[src/rtl/alu_muldiv_if.sv]
// Handshake and data bundle between the control unit and the multiply/divide unit.
interface alu_muldiv_if #(
    parameter int WIDTH = 32
);
    logic             start;
    logic [1:0]       op;
    logic [WIDTH-1:0] a;
    logic [WIDTH-1:0] b;
    logic             flush;
    logic             hi_we;
    logic             lo_we;
    logic [WIDTH-1:0] wdata;
    logic             busy;
    logic             done;
    logic             dz;
    logic [WIDTH-1:0] hi;
    logic [WIDTH-1:0] lo;

    modport master (
        output start, op, a, b, flush, hi_we, lo_we, wdata,
        input  busy, done, dz, hi, lo
    );

    modport slave (
        input  start, op, a, b, flush, hi_we, lo_we, wdata,
        output busy, done, dz, hi, lo
    );
endinterface

[src/rtl/alu_muldiv.sv]
// Iterative multiply/divide unit with HI/LO result registers.
// Operands are reduced to magnitudes, a shift-add multiplier or restoring
// divider runs one bit per cycle, and signs are restored in the FIX state.
module alu_muldiv #(
    parameter int WIDTH = 32
) (
    input logic         clk,
    input logic         rstn,
    alu_muldiv_if.slave bus
);
    localparam int CW = $clog2(WIDTH);
    localparam logic [CW-1:0] CNT_LAST = CW'(WIDTH - 1);

    typedef enum logic [1:0] {
        IDLE = 2'd0,
        CALC = 2'd1,
        FIX  = 2'd2
    } state_t;

    state_t             state_r;
    state_t             state_s;
    logic [CW-1:0]      cnt_r;
    logic [1:0]         op_r;
    logic               sign_a_r;
    logic               sign_b_r;
    logic               dz_pend_r;
    logic [WIDTH-1:0]   mag_a_r;
    logic [WIDTH-1:0]   mag_b_r;
    logic [2*WIDTH-1:0] acc_r;
    logic               busy_r;
    logic               done_r;
    logic               dz_r;
    logic [WIDTH-1:0]   hi_r;
    logic [WIDTH-1:0]   lo_r;

    logic               in_sign_a_s;
    logic               in_sign_b_s;
    logic               in_divzero_s;
    logic               accept_s;
    logic [WIDTH-1:0]   in_mag_a_s;
    logic [WIDTH-1:0]   in_mag_b_s;
    logic [WIDTH:0]     mul_sum_s;
    logic [WIDTH:0]     div_trial_s;
    logic [2*WIDTH-1:0] step_acc_s;
    logic [2*WIDTH-1:0] prod_s;
    logic [WIDTH-1:0]   fix_hi_s;
    logic [WIDTH-1:0]   fix_lo_s;

    // Decode the incoming request: operand signs/magnitudes and acceptance.
    always_comb begin
        in_sign_a_s  = ~bus.op[0] & bus.a[WIDTH-1];
        in_sign_b_s  = ~bus.op[0] & bus.b[WIDTH-1];
        in_mag_a_s   = in_sign_a_s ? -bus.a : bus.a;
        in_mag_b_s   = in_sign_b_s ? -bus.b : bus.b;
        in_divzero_s = bus.op[1] & (bus.b == {WIDTH{1'b0}});
        accept_s     = (state_r == IDLE) & bus.start & ~bus.flush;
    end

    // One iteration: shift-add (multiply, LSB first) or restoring step (divide, MSB first).
    always_comb begin
        mul_sum_s   = {1'b0, acc_r[2*WIDTH-1:WIDTH]}
                    + ({(WIDTH+1){acc_r[0]}} & {1'b0, mag_b_r});
        div_trial_s = acc_r[2*WIDTH-1:WIDTH-1] - {1'b0, mag_b_r};
        if (op_r[1]) begin
            if (!div_trial_s[WIDTH]) begin
                step_acc_s = {div_trial_s[WIDTH-1:0], acc_r[WIDTH-2:0], 1'b1};
            end else begin
                step_acc_s = {acc_r[2*WIDTH-2:0], 1'b0};
            end
        end else begin
            step_acc_s = {mul_sum_s, acc_r[WIDTH-1:1]};
        end
    end

    // Sign correction of the magnitude result; sign flags are zero for unsigned ops.
    always_comb begin
        prod_s   = (sign_a_r ^ sign_b_r) ? -acc_r : acc_r;
        fix_hi_s = prod_s[2*WIDTH-1:WIDTH];
        fix_lo_s = prod_s[WIDTH-1:0];
        if (dz_pend_r) begin
            // Rebuild the original dividend from its magnitude and sign.
            fix_hi_s = sign_a_r ? -mag_a_r : mag_a_r;
            fix_lo_s = {WIDTH{1'b1}};
        end else if (op_r[1]) begin
            fix_lo_s = (sign_a_r ^ sign_b_r) ? -acc_r[WIDTH-1:0] : acc_r[WIDTH-1:0];
            fix_hi_s = sign_a_r ? -acc_r[2*WIDTH-1:WIDTH] : acc_r[2*WIDTH-1:WIDTH];
        end else begin
            fix_hi_s = prod_s[2*WIDTH-1:WIDTH];
            fix_lo_s = prod_s[WIDTH-1:0];
        end
    end

    // Next-state logic; flush returns to IDLE from anywhere.
    always_comb begin
        state_s = state_r;
        case (state_r)
            IDLE: begin
                if (accept_s) begin
                    state_s = in_divzero_s ? FIX : CALC;
                end else begin
                    state_s = IDLE;
                end
            end
            CALC: begin
                if (bus.flush) begin
                    state_s = IDLE;
                end else if (cnt_r == CNT_LAST) begin
                    state_s = FIX;
                end else begin
                    state_s = CALC;
                end
            end
            FIX:     state_s = IDLE;
            default: state_s = IDLE;
        endcase
    end

    // State register.
    always_ff @(posedge clk or negedge rstn) begin
        if (!rstn) begin
            state_r <= IDLE;
        end else begin
            state_r <= state_s;
        end
    end

    // Datapath, result registers and handshake outputs.
    always_ff @(posedge clk or negedge rstn) begin
        if (!rstn) begin
            cnt_r     <= {CW{1'b0}};
            op_r      <= 2'b00;
            sign_a_r  <= 1'b0;
            sign_b_r  <= 1'b0;
            dz_pend_r <= 1'b0;
            mag_a_r   <= {WIDTH{1'b0}};
            mag_b_r   <= {WIDTH{1'b0}};
            acc_r     <= {(2*WIDTH){1'b0}};
            busy_r    <= 1'b0;
            done_r    <= 1'b0;
            dz_r      <= 1'b0;
            hi_r      <= {WIDTH{1'b0}};
            lo_r      <= {WIDTH{1'b0}};
        end else begin
            busy_r <= (state_s != IDLE);
            done_r <= 1'b0;
            case (state_r)
                IDLE: begin
                    if (accept_s) begin
                        op_r      <= bus.op;
                        sign_a_r  <= in_sign_a_s;
                        sign_b_r  <= in_sign_b_s;
                        mag_a_r   <= in_mag_a_s;
                        mag_b_r   <= in_mag_b_s;
                        acc_r     <= {{WIDTH{1'b0}}, in_mag_a_s};
                        cnt_r     <= {CW{1'b0}};
                        dz_pend_r <= in_divzero_s;
                        dz_r      <= 1'b0;
                    end else if (!bus.start) begin
                        if (bus.hi_we) begin
                            hi_r <= bus.wdata;
                        end
                        if (bus.lo_we) begin
                            lo_r <= bus.wdata;
                        end
                    end
                end
                CALC: begin
                    if (!bus.flush) begin
                        acc_r <= step_acc_s;
                        cnt_r <= cnt_r + {{(CW-1){1'b0}}, 1'b1};
                    end
                end
                FIX: begin
                    if (!bus.flush) begin
                        hi_r   <= fix_hi_s;
                        lo_r   <= fix_lo_s;
                        dz_r   <= dz_pend_r;
                        done_r <= 1'b1;
                    end
                end
                default: begin
                    done_r <= 1'b0;
                end
            endcase
        end
    end

    assign bus.busy = busy_r;
    assign bus.done = done_r;
    assign bus.dz   = dz_r;
    assign bus.hi   = hi_r;
    assign bus.lo   = lo_r;
endmodule

[src/flat_wrapper.sv]
// flat-port wrapper written by rule: the top's interface ports become plain ports
module alu_muldiv_flat 
#(
    parameter int WIDTH = 32
)
  (clk, rstn, bus_start, bus_op, bus_a, bus_b, bus_flush, bus_hi_we, bus_lo_we, bus_wdata, bus_busy, bus_done, bus_dz, bus_hi, bus_lo);
  alu_muldiv_if #(.WIDTH(WIDTH)) bus_i ();
  input logic clk;
  input logic rstn;
  input wire logic [$bits(bus_i.start)-1:0] bus_start;
  input wire logic [$bits(bus_i.op)-1:0] bus_op;
  input wire logic [$bits(bus_i.a)-1:0] bus_a;
  input wire logic [$bits(bus_i.b)-1:0] bus_b;
  input wire logic [$bits(bus_i.flush)-1:0] bus_flush;
  input wire logic [$bits(bus_i.hi_we)-1:0] bus_hi_we;
  input wire logic [$bits(bus_i.lo_we)-1:0] bus_lo_we;
  input wire logic [$bits(bus_i.wdata)-1:0] bus_wdata;
  output wire logic [$bits(bus_i.busy)-1:0] bus_busy;
  output wire logic [$bits(bus_i.done)-1:0] bus_done;
  output wire logic [$bits(bus_i.dz)-1:0] bus_dz;
  output wire logic [$bits(bus_i.hi)-1:0] bus_hi;
  output wire logic [$bits(bus_i.lo)-1:0] bus_lo;
  assign bus_i.start = bus_start;
  assign bus_i.op = bus_op;
  assign bus_i.a = bus_a;
  assign bus_i.b = bus_b;
  assign bus_i.flush = bus_flush;
  assign bus_i.hi_we = bus_hi_we;
  assign bus_i.lo_we = bus_lo_we;
  assign bus_i.wdata = bus_wdata;
  assign bus_busy = bus_i.busy;
  assign bus_done = bus_i.done;
  assign bus_dz = bus_i.dz;
  assign bus_hi = bus_i.hi;
  assign bus_lo = bus_i.lo;
  alu_muldiv #(.WIDTH(WIDTH)) u_core (.clk(clk), .rstn(rstn), .bus(bus_i));
endmodule
[config.mk]
export PLATFORM = sky130hd
export DESIGN_NAME = alu_muldiv_flat
export DESIGN_NICKNAME = d
export VERILOG_FILES = /design/src/rtl/alu_muldiv_if.sv /design/src/rtl/alu_muldiv.sv /design/src/flat_wrapper.sv
export SDC_FILE = /design/constraint.sdc
export NUM_CORES = 1
export LEC_CHECK = 0
export ABC_AREA = 1
export BUFFER_PORTS_ARGS = -buffer_cell sky130_fd_sc_hd__buf_4
export CORE_UTILIZATION = 30
export CTS_BUF_LIST = sky130_fd_sc_hd__clkbuf_8
export DETAILED_ROUTE_END_ITERATION = 7
export SLEW_MARGIN = 20
export SYNTH_ARGS = -nofsm -noshare
export SYNTH_HDL_FRONTEND = slang
export SYNTH_SLANG_ARGS = --single-unit
[constraint.sdc]
create_clock -name clk -period 7.8 [get_ports clk]
set_clock_uncertainty 0.1 [all_clocks]
set_input_delay 0.39 -clock clk [delete_from_list [all_inputs] [get_ports clk]]
set_output_delay 0.39 -clock clk [all_outputs]
set_load 0.05 [all_outputs]
# --- Yosys cells after proc, flatten, opt, wreduce, memory -nomap -nowiden ---
# Cells that the tools add are included.
word_totals:
  ff_bits: 207
  out_inout_bits: 67
op_classes:
  add_sub_neg: 9
  eq_ne: 10
  n_mux: 38
  bitwise: 9
  n_reduce_logical: 10
ops:
  columns: ["cell", "n"]
  rows:
  - ["$mux 32", 17]
  - ["$mux 64", 5]
  - ["$neg 32->32", 5]
  - ["$pmux 32 s2", 2]
  - ["$pmux 64 s2", 1]
  - ["$neg 64->64", 1]
  - ["$add 32x33->33", 1]
  - ["$and 33x32->33", 1]
  - ["$sub 33x32->33", 1]
  - ["$logic_not 32->1", 1]
  - ["$ne 2x2->1 const B", 6]
  - ["$mux 5", 2]
  - ["$pmux 5 s2", 1]
  - ["$reduce_and 5->1", 2]
  - ["$mux 2", 4]
  - ["$reduce_and 3->1", 2]
  - ["$reduce_bool 2->1", 3]
  - ["$add 5x1->5 const B", 1]
  - ["$and 1x1->1", 5]
  - ["$eq 5x5->1 const B", 1]
  - ["$mux 1", 4]
  - ["$pmux 2 s2", 1]
  - ["$eq 2x1->1 const B", 1]
  - ["$eq 2x2->1 const B", 1]
  - ["other kinds (6)", 7]

# --- Depth between registers and ports, before layout ---
# Gate-level depths: netlist (run 1).
depth:
  depth_word: 6
  ltp_mapped: 20
  mapped_depth_nobuf: 19

# --- Worst setup path after synthesis (run 1) ---
# OpenSTA, ideal clock, no wires.
synth_timing:
  path_type: "register to register"
  start: "reg u_core.acc_r[0]"
  end: "reg u_core.acc_r[59]"
  setup_time_ns: 0.116
  arrival_time_ns: 2.492
  required_ns: 7.584
  setup_slack_ns: 5.091
  path_stages_with_launch: 18
  synth_period_minus_slack_ns: 2.709
  path_cell_list: "dfrtp_1 > buf_2 > clkbuf_1 > nand2_1 > inv_1 > ha_1 > inv_1 > fa_1 > o21ai_1 > a21oi_1 > o21ai_1 > nand2_1 > nand3_1 > nand2_1 > nor2_1 > nor2_1 > nand2_1 > nand2_1"
synth_between:
  elab_chain_len: 5
synth_rtl:
  columns: ["element", "line", "rtl"]
  rows:
  - ["start, declared", "alu_muldiv.sv:29", "logic [2*WIDTH-1:0] acc_r;"]
  - ["start signal, assigned", "alu_muldiv.sv:137", "acc_r <= {(2*WIDTH){1'b0}};"]
  - ["start signal, assigned", "alu_muldiv.sv:154", "acc_r <= {{WIDTH{1'b0}}, in_mag_a_s};"]
  - ["start signal, assigned", "alu_muldiv.sv:169", "acc_r <= step_acc_s;"]
  - ["$and 33x32->33", "alu_muldiv.sv:62", "+ ({(WIDTH+1){acc_r[0]}} & {1'b0, mag_b_r});"]
  - ["$add 32x33->33", "alu_muldiv.sv:62", null]
  - ["$mux 64", "alu_muldiv.sv:64", "if (op_r[1]) begin"]
  - ["$mux 64", "alu_muldiv.sv:168", "if (!bus.flush) begin"]
  - ["$pmux 64 s2", "alu_muldiv.sv:146", "case (state_r)"]
# Every way passes these cells. The select of a mux whose other input is x is not followed.
# A chain may end at the register's enable or synchronous reset.

# --- Worst setup path in the final report (run 1) ---
layout_timing:
  start: "reg u_core.acc_r[32]"
  end: "reg u_core.acc_r[57]"
layout_between:
  elab_chain_len: 5
layout_rtl:
  columns: ["element", "line", "rtl"]
  rows:
  - ["$sub 33x32->33", "alu_muldiv.sv:63", "div_trial_s = acc_r[2*WIDTH-1:WIDTH-1] - {1'b0, mag_b_r};"]
  - ["$mux 64", "alu_muldiv.sv:65", "if (!div_trial_s[WIDTH]) begin"]
  - ["$mux 64 (*)", "alu_muldiv.sv:64", null]
  - ["$mux 64 (*)", "alu_muldiv.sv:168", null]
  - ["$pmux 64 s2 (*)", "alu_muldiv.sv:146", null]
# Mark *: on every way between the ends. The rest lies on a longest branch, timed or not. The select of a mux whose other input is x is not followed.

==> out/results.txt, run 1 <==
Status - completed
Top cell family by delay on the critical path - simple AND/OR/NAND/NOR gates
Max_cap viols - 0
WP data required - 8.20 ns
Startpoint Class - flip-flop
Insertion delay to the later sink of the worst-skew pair - 0.63 ns
# fillers - 7095
Total power - 7670 µW
CTS root buf - clkbuf_8
Initial DRC Count - 2390
Synth Register Bits - 206
Initial antenna violation count - 3
Max Slew Vio Count - 0
Layout net count - 3517
Worst hold path class - in -> reg
Synth unique cells - 53
Setup Fix Bufs, Post-CTS - 0
Final std cells w/o fill - 4214
Syn Std Cell Area - 19300 µm²
Critical Path Slowest Stage Cell - dfrtp_1
LEAKAGE - 0.0111 µW
TritonCTS Buffers - 39
Post-synthesis compound-gate area fraction - 17.6%
Total track usage - 24.4%
Die height - 256 µm
Storage cell area - 5160 µm²
Final Util - 35.6%
Total number of vias - 22100
Die area - 65400 µm²
Grt total ovfl - 0
CP cell instances - inv_1 > fa_1 > inv_1 > nand3_1 > nand2_2 > nand2_1 > nand2_2 > nand3_2 > nand2_2 > nand2_2 > nand2_2 > nand2_2 > nand2_4 > nand2_1 > nand2_1 > nand2_1 > nand2_1 > nand2_1
Mux share of post-synthesis cell area - 0%
Setup violators final - 0
Initial core utilization - 30.5%
Adder-cell share of the synthesized area - 4.81%
H-Tree Depth - 2
VDD IR max - 0.127 mV
RSZ-0062 raised after global routing - no
Post-cts resize count - 0
First-pass GRT wire length - 124000 µm
# hold bufs at CTS - 44
CP Class - reg -> reg
Fin Setup TNS - 0 ns
Fin area - 22500 µm²
Drt pass-1 iters - 6
DP HPWL - 64300 µm
Simple-Gate Fraction of Synth Area - 37.4%
Placeable Area - 63300 µm²
Commonest non-fill, non-tap cell in the layout - nand2_1
Final Hold Vio Count - 0
Width of the die - 256 µm
Total of warnings raised by yosys - 0
Clock Sinks - 206
Syn nets - 3361
Critical path buffer and inverter count - 2
Routed WL per cell - 19.4 µm
Post-synthesis sequential area ratio - 26.7%
Post-synth top flop - dfrtp_1
Post-synth top area share - 26.7%
Yosys top cell by area - dfrtp_1
Cell count after placement - 4101
Min Tclk post-route - 3.49 ns
Row cnt - 92
IO Count - 171
CTS tree - built
Largest net degree at the start of global routing - 92
Syn avg cell area - 6.07 µm²
Final period util - 44.8%
Async SR Flop Fraction - 100%
Maximum clock frequency - 286 MHz
CP Capture Type - flip-flop
Vias in the first global route - 20400
Total power density per cell area - 340 nW/µm²
Arr. time, crit path - 3.89 ns
Largest family of logic cells by synthesized area - simple AND/OR/NAND/NOR gates
GPL Wtd Cong - 1.05
Drt drc - 0
PortBufs - 170
Post-synth EDFFs - 0
Routed wire length - 81700 µm
Via-to-Cell Ratio - 5.23
Slew headroom - 33.5%
XOR/XNOR Fraction of Synth Area - 3.81%
DP Area - 21300 µm²
Most frequent cells in the layout - nand2_1, nor2_1, inv_1
Synth top area cells - dfrtp_1, nand2_1, nor2_1
Clock transition at path regs - 0.06 ns
Area growth, synth to finish - 16.7%
Cell count after synthesis - 3184
Routed Antenna Nets - 0
Max Root-Sink Buffers - 3
Worst-Margin Slew - 0.991 ns
Ratio of cells with drive above 1 in the final layout - 9.80%
Worst path max stage delay - 0.65 ns
Footprint of the multi-input gates - 12300 µm²
CP Max Fanout - 32
cell type report:
class / count / share of cell area [%]
diodes: 1 / 0.0111
clock buffers: 48 / 2.93
clock inverters: 20 / 0.766
inverters: 356 / 5.93
multi-input cells: 2506 / 54.6
flip-flops and latches: 206 / 22.9
well taps: 846 / 4.70
repair buffers: 231 / 8.22
stage by stage:
| stage | hold WS [ns] | setup WS [ns] |
|---|---|---|
| 2_1_floorplan | -0.00559 | 5.09 |
| 6_report | 0.0272 | 4.31 |
| 4_1_cts | 0.000186 | 4.25 |
| 3_5_place_dp | 0.354 | 4.26 |
| 5_1_grt | 0.0214 | 3.96 |
| 3_3_place_gp | 0.355 | 4.31 |
per-layer routing:
metal | part of all wire (%) | vias to the layer above | GRT usage (%)
met4 | 3.6 | 2 | 8.68
met5 | 0.016 | - | 0
met2 | 43 | 956 | 37.1
li1 | - | 10700 | -
met3 | 8.3 | 166 | 3.75
met1 | 45 | 10200 | 34.6
worst min-delay path, stage by stage:
cell and delay [ns]:
buf_4 0.07, inv_1 0.06, o21ai_0 0.15
worst paths after layout:
kind	startpoint	slack, ns	depth (start not counted)	to
min reg2reg	u_core.bus.lo[18]	0.39	2	u_core.bus.lo[18]
max in group asynchronous	rstn	5.91	3	u_core.op_r[1]
max reg2reg	u_core.acc_r[32]	4.31	18	u_core.acc_r[57]
min	bus_b[0]	0.03	3	u_core.mag_b_r[0]
max	u_core.acc_r[32]	4.31	18	u_core.acc_r[57]
min in group asynchronous	rstn	0.26	2	u_core.bus.lo[1]
kinds of logic after synthesis:
| group | count (synthesis) |
|---|---|
| AND/OR/NAND/NOR | 1715 |
| AO/OA/AOI/OAI | 634 |
| buffers and inverters | 472 |
| flip-flops | 206 |
| XOR/XNOR | 84 |
| adder cells (fa/ha/maj) | 73 |
report_power, final:
| part | total, µW | internal [µW] | leakage (µW) | switching (µW) |
|---|---|---|---|---|
| combinational | 4590 | 1400 | 0.00812 | 3190 |
| clock | 1190 | 656 | 0.000464 | 531 |
| sequential | 1890 | 1340 | 0.00250 | 559 |
| total | 7670 | 3390 | 0.0111 | 4280 |
flip-flops by register name, summed over array words and instances, names as in the netlist:
name and count:
u_core.sign_b_r 1, u_core.mag_b_r 32, u_core.bus.done 1, u_core.bus.dz 1
u_core.acc_r 64, u_core.bus.busy 1, u_core.sign_a_r 1, u_core.bus.lo 32
u_core.state_r 2, u_core.mag_a_r 32, u_core.dz_pend_r 1, u_core.bus.hi 32
u_core.op_r 1, u_core.cnt_r 5
synthesized netlist by cell type (all sizes together), types with 2 or more instances:
cell type    n
a21o         3
a21oi      257
a22o         2
a31o         3
a31oi       14
and2         4
buf         45
clkbuf      70
dfrtp      206
fa           2
ha          71
inv        355
nand2      948
nand3      270
nand3b       9
nand4       30
nor2       380
nor3        52
nor3b        2
nor4        13
o211ai      30
o21a         9
o21ai      296
o21bai       3
o22ai        6
o31ai        7
or2          7
xnor2       21
xor2        63
No activity file was read; power rests on OpenSTA's default activity.
==> run 2, diff against run 1 <==
==> constraint.sdc (replaced) <==
create_clock -name clk -period 3.7 [get_ports clk]
set_clock_uncertainty 0.1 [all_clocks]
set_input_delay 0.185 -clock clk [delete_from_list [all_inputs] [get_ports clk]]
set_output_delay 0.185 -clock clk [all_outputs]
set_load 0.05 [all_outputs]
==> run 2 against run 1 <==
Net effect: the run now ends with DRC left; sequential power is 97% higher; core utilization is 1.3 points higher; register-to-register slack worse by 3.7 ns; combinational power is 120% higher; clock power is 97% higher; sequential cell count stayed put; wire length is 3.9% higher; die area stayed put; design area is 3.5% higher.
==> out/results.txt, run 2 (synthesis results as in run 1) <==
Crit path top cell by count - nand3_1
Initial core utilization - 30.5%
Routed wire length - 85000 µm
Max Slew Vio Count - 0
Clock Sinks - 206
Worst-Margin Slew - 1.07 ns
Drt drc - 1
Critical path buffer and inverter count - 5
CP cell instances - dlygate4sd3_1 > buf_4 > inv_1 > nand3_1 > nor3_1 > nand3_1 > nor2_1 > nand4_1 > nand3_1 > dlygate4sd3_1 > nand3_1 > dlygate4sd3_1 > o21ai_0
Initial DRC Count - 2317
Most frequent cells in the layout - nand2_1, nor2_1, inv_1
Via-to-Cell Ratio - 5.22
Worst path max stage delay - 0.57 ns
DP HPWL - 67200 µm
Final period util - 86.4%
Total number of vias - 22500
Min Tclk post-route - 3.20 ns
Hold depth - 5
Largest net degree at the start of global routing - 89
WP data required - 4.12 ns
Area growth, synth to finish - 20.8%
Violations in the final reports - DRC
Final Util - 36.8%
Critical path depth - 13
VDD IR max - 0.270 mV
Commonest non-fill, non-tap cell in the layout - nand2_1
CP Max Fanout - 4
CTS root buf - clkbuf_8
LEAKAGE - 0.0115 µW
Final Hold Vio Count - 0
Total power - 16400 µW
Routed Antenna Nets - 0
Largest register FFs - 64
Worst hold path class - in -> reg
Reg2reg path depth - 18
IO Count - 171
RSZ-0062 raised after global routing - no
Critical Path Slowest Stage Cell - dlygate4sd3_1
Routed WL per cell - 19.7 µm
CP Capture Type - flip-flop
Slew headroom - 28.3%
Die height - 256 µm
Top cell family by delay on the critical path - buffers and inverters
Clock transition at path regs - 0.06 ns
Setup violators final - 0
Fin Setup TNS - 0 ns
Insertion delay to the later sink of the worst-skew pair - 0.60 ns
Vias in the first global route - 21000
Max Root-Sink Buffers - 3
Die area - 65400 µm²
Maximum clock frequency - 313 MHz
CP Class - in -> reg
GPL Wtd Cong - 1.04
Largest Register - u_core.acc_r
Total track usage - 25.2%
TritonCTS Buffers - 40
PortBufs - 170
H-Tree Depth - 2
Arr. time, crit path - 3.62 ns
Total power density per cell area - 701 nW/µm²
Initial antenna violation count - 1
Layout net count - 3609
Placeable Area - 63300 µm²
Max_cap viols - 0
Drt pass-1 iters - 8
Width of the die - 256 µm
Ratio of cells with drive above 1 in the final layout - 10.3%
First-pass GRT wire length - 128000 µm
Setup Fix Bufs, Post-CTS - 0
Grt total ovfl - 0
Status - complete, but fails checks
Row cnt - 92
Startpoint Class - input port
Post-cts resize count - 0
CTS tree - built
## run 2: cell count changes in the layout (fill, tap and decap cells not counted), moves of 2 or more
| cell | before | now |
|---|---|---|
| buf_4 | 186 | 216 |
| clkinv_2 | 3 | 1 |
| dlygate4sd3_1 | 44 | 104 |
| inv_1 | 353 | 356 |
| clkbuf_8 | 48 | 46 |
## run 2: routing by layer
metal | vias to the layer above | track usage (%) | wire length, µm
li1 | 10900 | - | -
met1 | 10400 | 35.2 | 37700
met2 | 985 | 38.5 | 36600
met3 | 200 | 3.82 | 6940
met4 | 0 | 10.5 | 3730
met5 | - | 0 | 0
## run 2: metrics by stage
| step | std cells | cell area [µm²] | hold slack (ns) | setup slack, ns |
|---|---|---|---|---|
| 3_5_place_dp | 4132 | 21500 | 0.152 | 0.640 |
| 6_report | 4303 | 23300 | 0.0411 | 0.502 |
| 3_3_place_gp | 4132 | 21500 | 0.154 | 0.683 |
| 5_1_grt | 4303 | 23300 | 0.0606 | 0.284 |
| 4_1_cts | 4302 | 23300 | 0.00961 | 0.528 |
| 2_1_floorplan | 3184 | 19300 | -0.211 | 0.991 |
## run 2: repair_timing
item / in CTS / in global routing
endpoints found under the setup margin: 0 / 0
hold endpoints to repair: 226 / 0
hold buffers: 104 / 0
## run 2: area by class of cell
class | count | area, µm²
Inverter | 356 | 1340
Antenna cell | 1 | 2.50
Clock inverter | 20 | 149
Multi-Input combinational cell | 2506 | 12300
Clock buffer | 46 | 633
Timing Repair Buffer | 322 | 2700
Fill cell | 7039 | 40000
Tap cell | 846 | 1060
Sequential cell | 206 | 5160
## run 2: path summary, 6_finish.rpt
| kind | startpoint | endpoint | slack, ns |
|---|---|---|---|
| hold reg to reg | u_core.bus.lo[17] | u_core.bus.lo[17] | 0.39 |
| setup reg to reg | u_core.acc_r[32] | u_core.acc_r[57] | 0.59 |
| max in group asynchronous | rstn | u_core.acc_r[54] | 2.38 |
| min in group asynchronous | rstn | u_core.bus.lo[5] | 0.08 |
| hold / removal | bus_a[23] | u_core.mag_a_r[23] | 0.04 |
| setup / recovery | bus_b[0] | u_core.mag_b_r[19] | 0.50 |
## run 2: power breakdown
group,internal [µW],switching [µW]
Combinational,3110,7160
Clock,1270,1080
Sequential,2820,911
## run 2: tightest hold or removal path, cell delays in order
cell,delay (ns)
buf_4,0.12
inv_1,0.10
xor2_1,0.12
nand2_1,0.08
o21ai_0,0.08
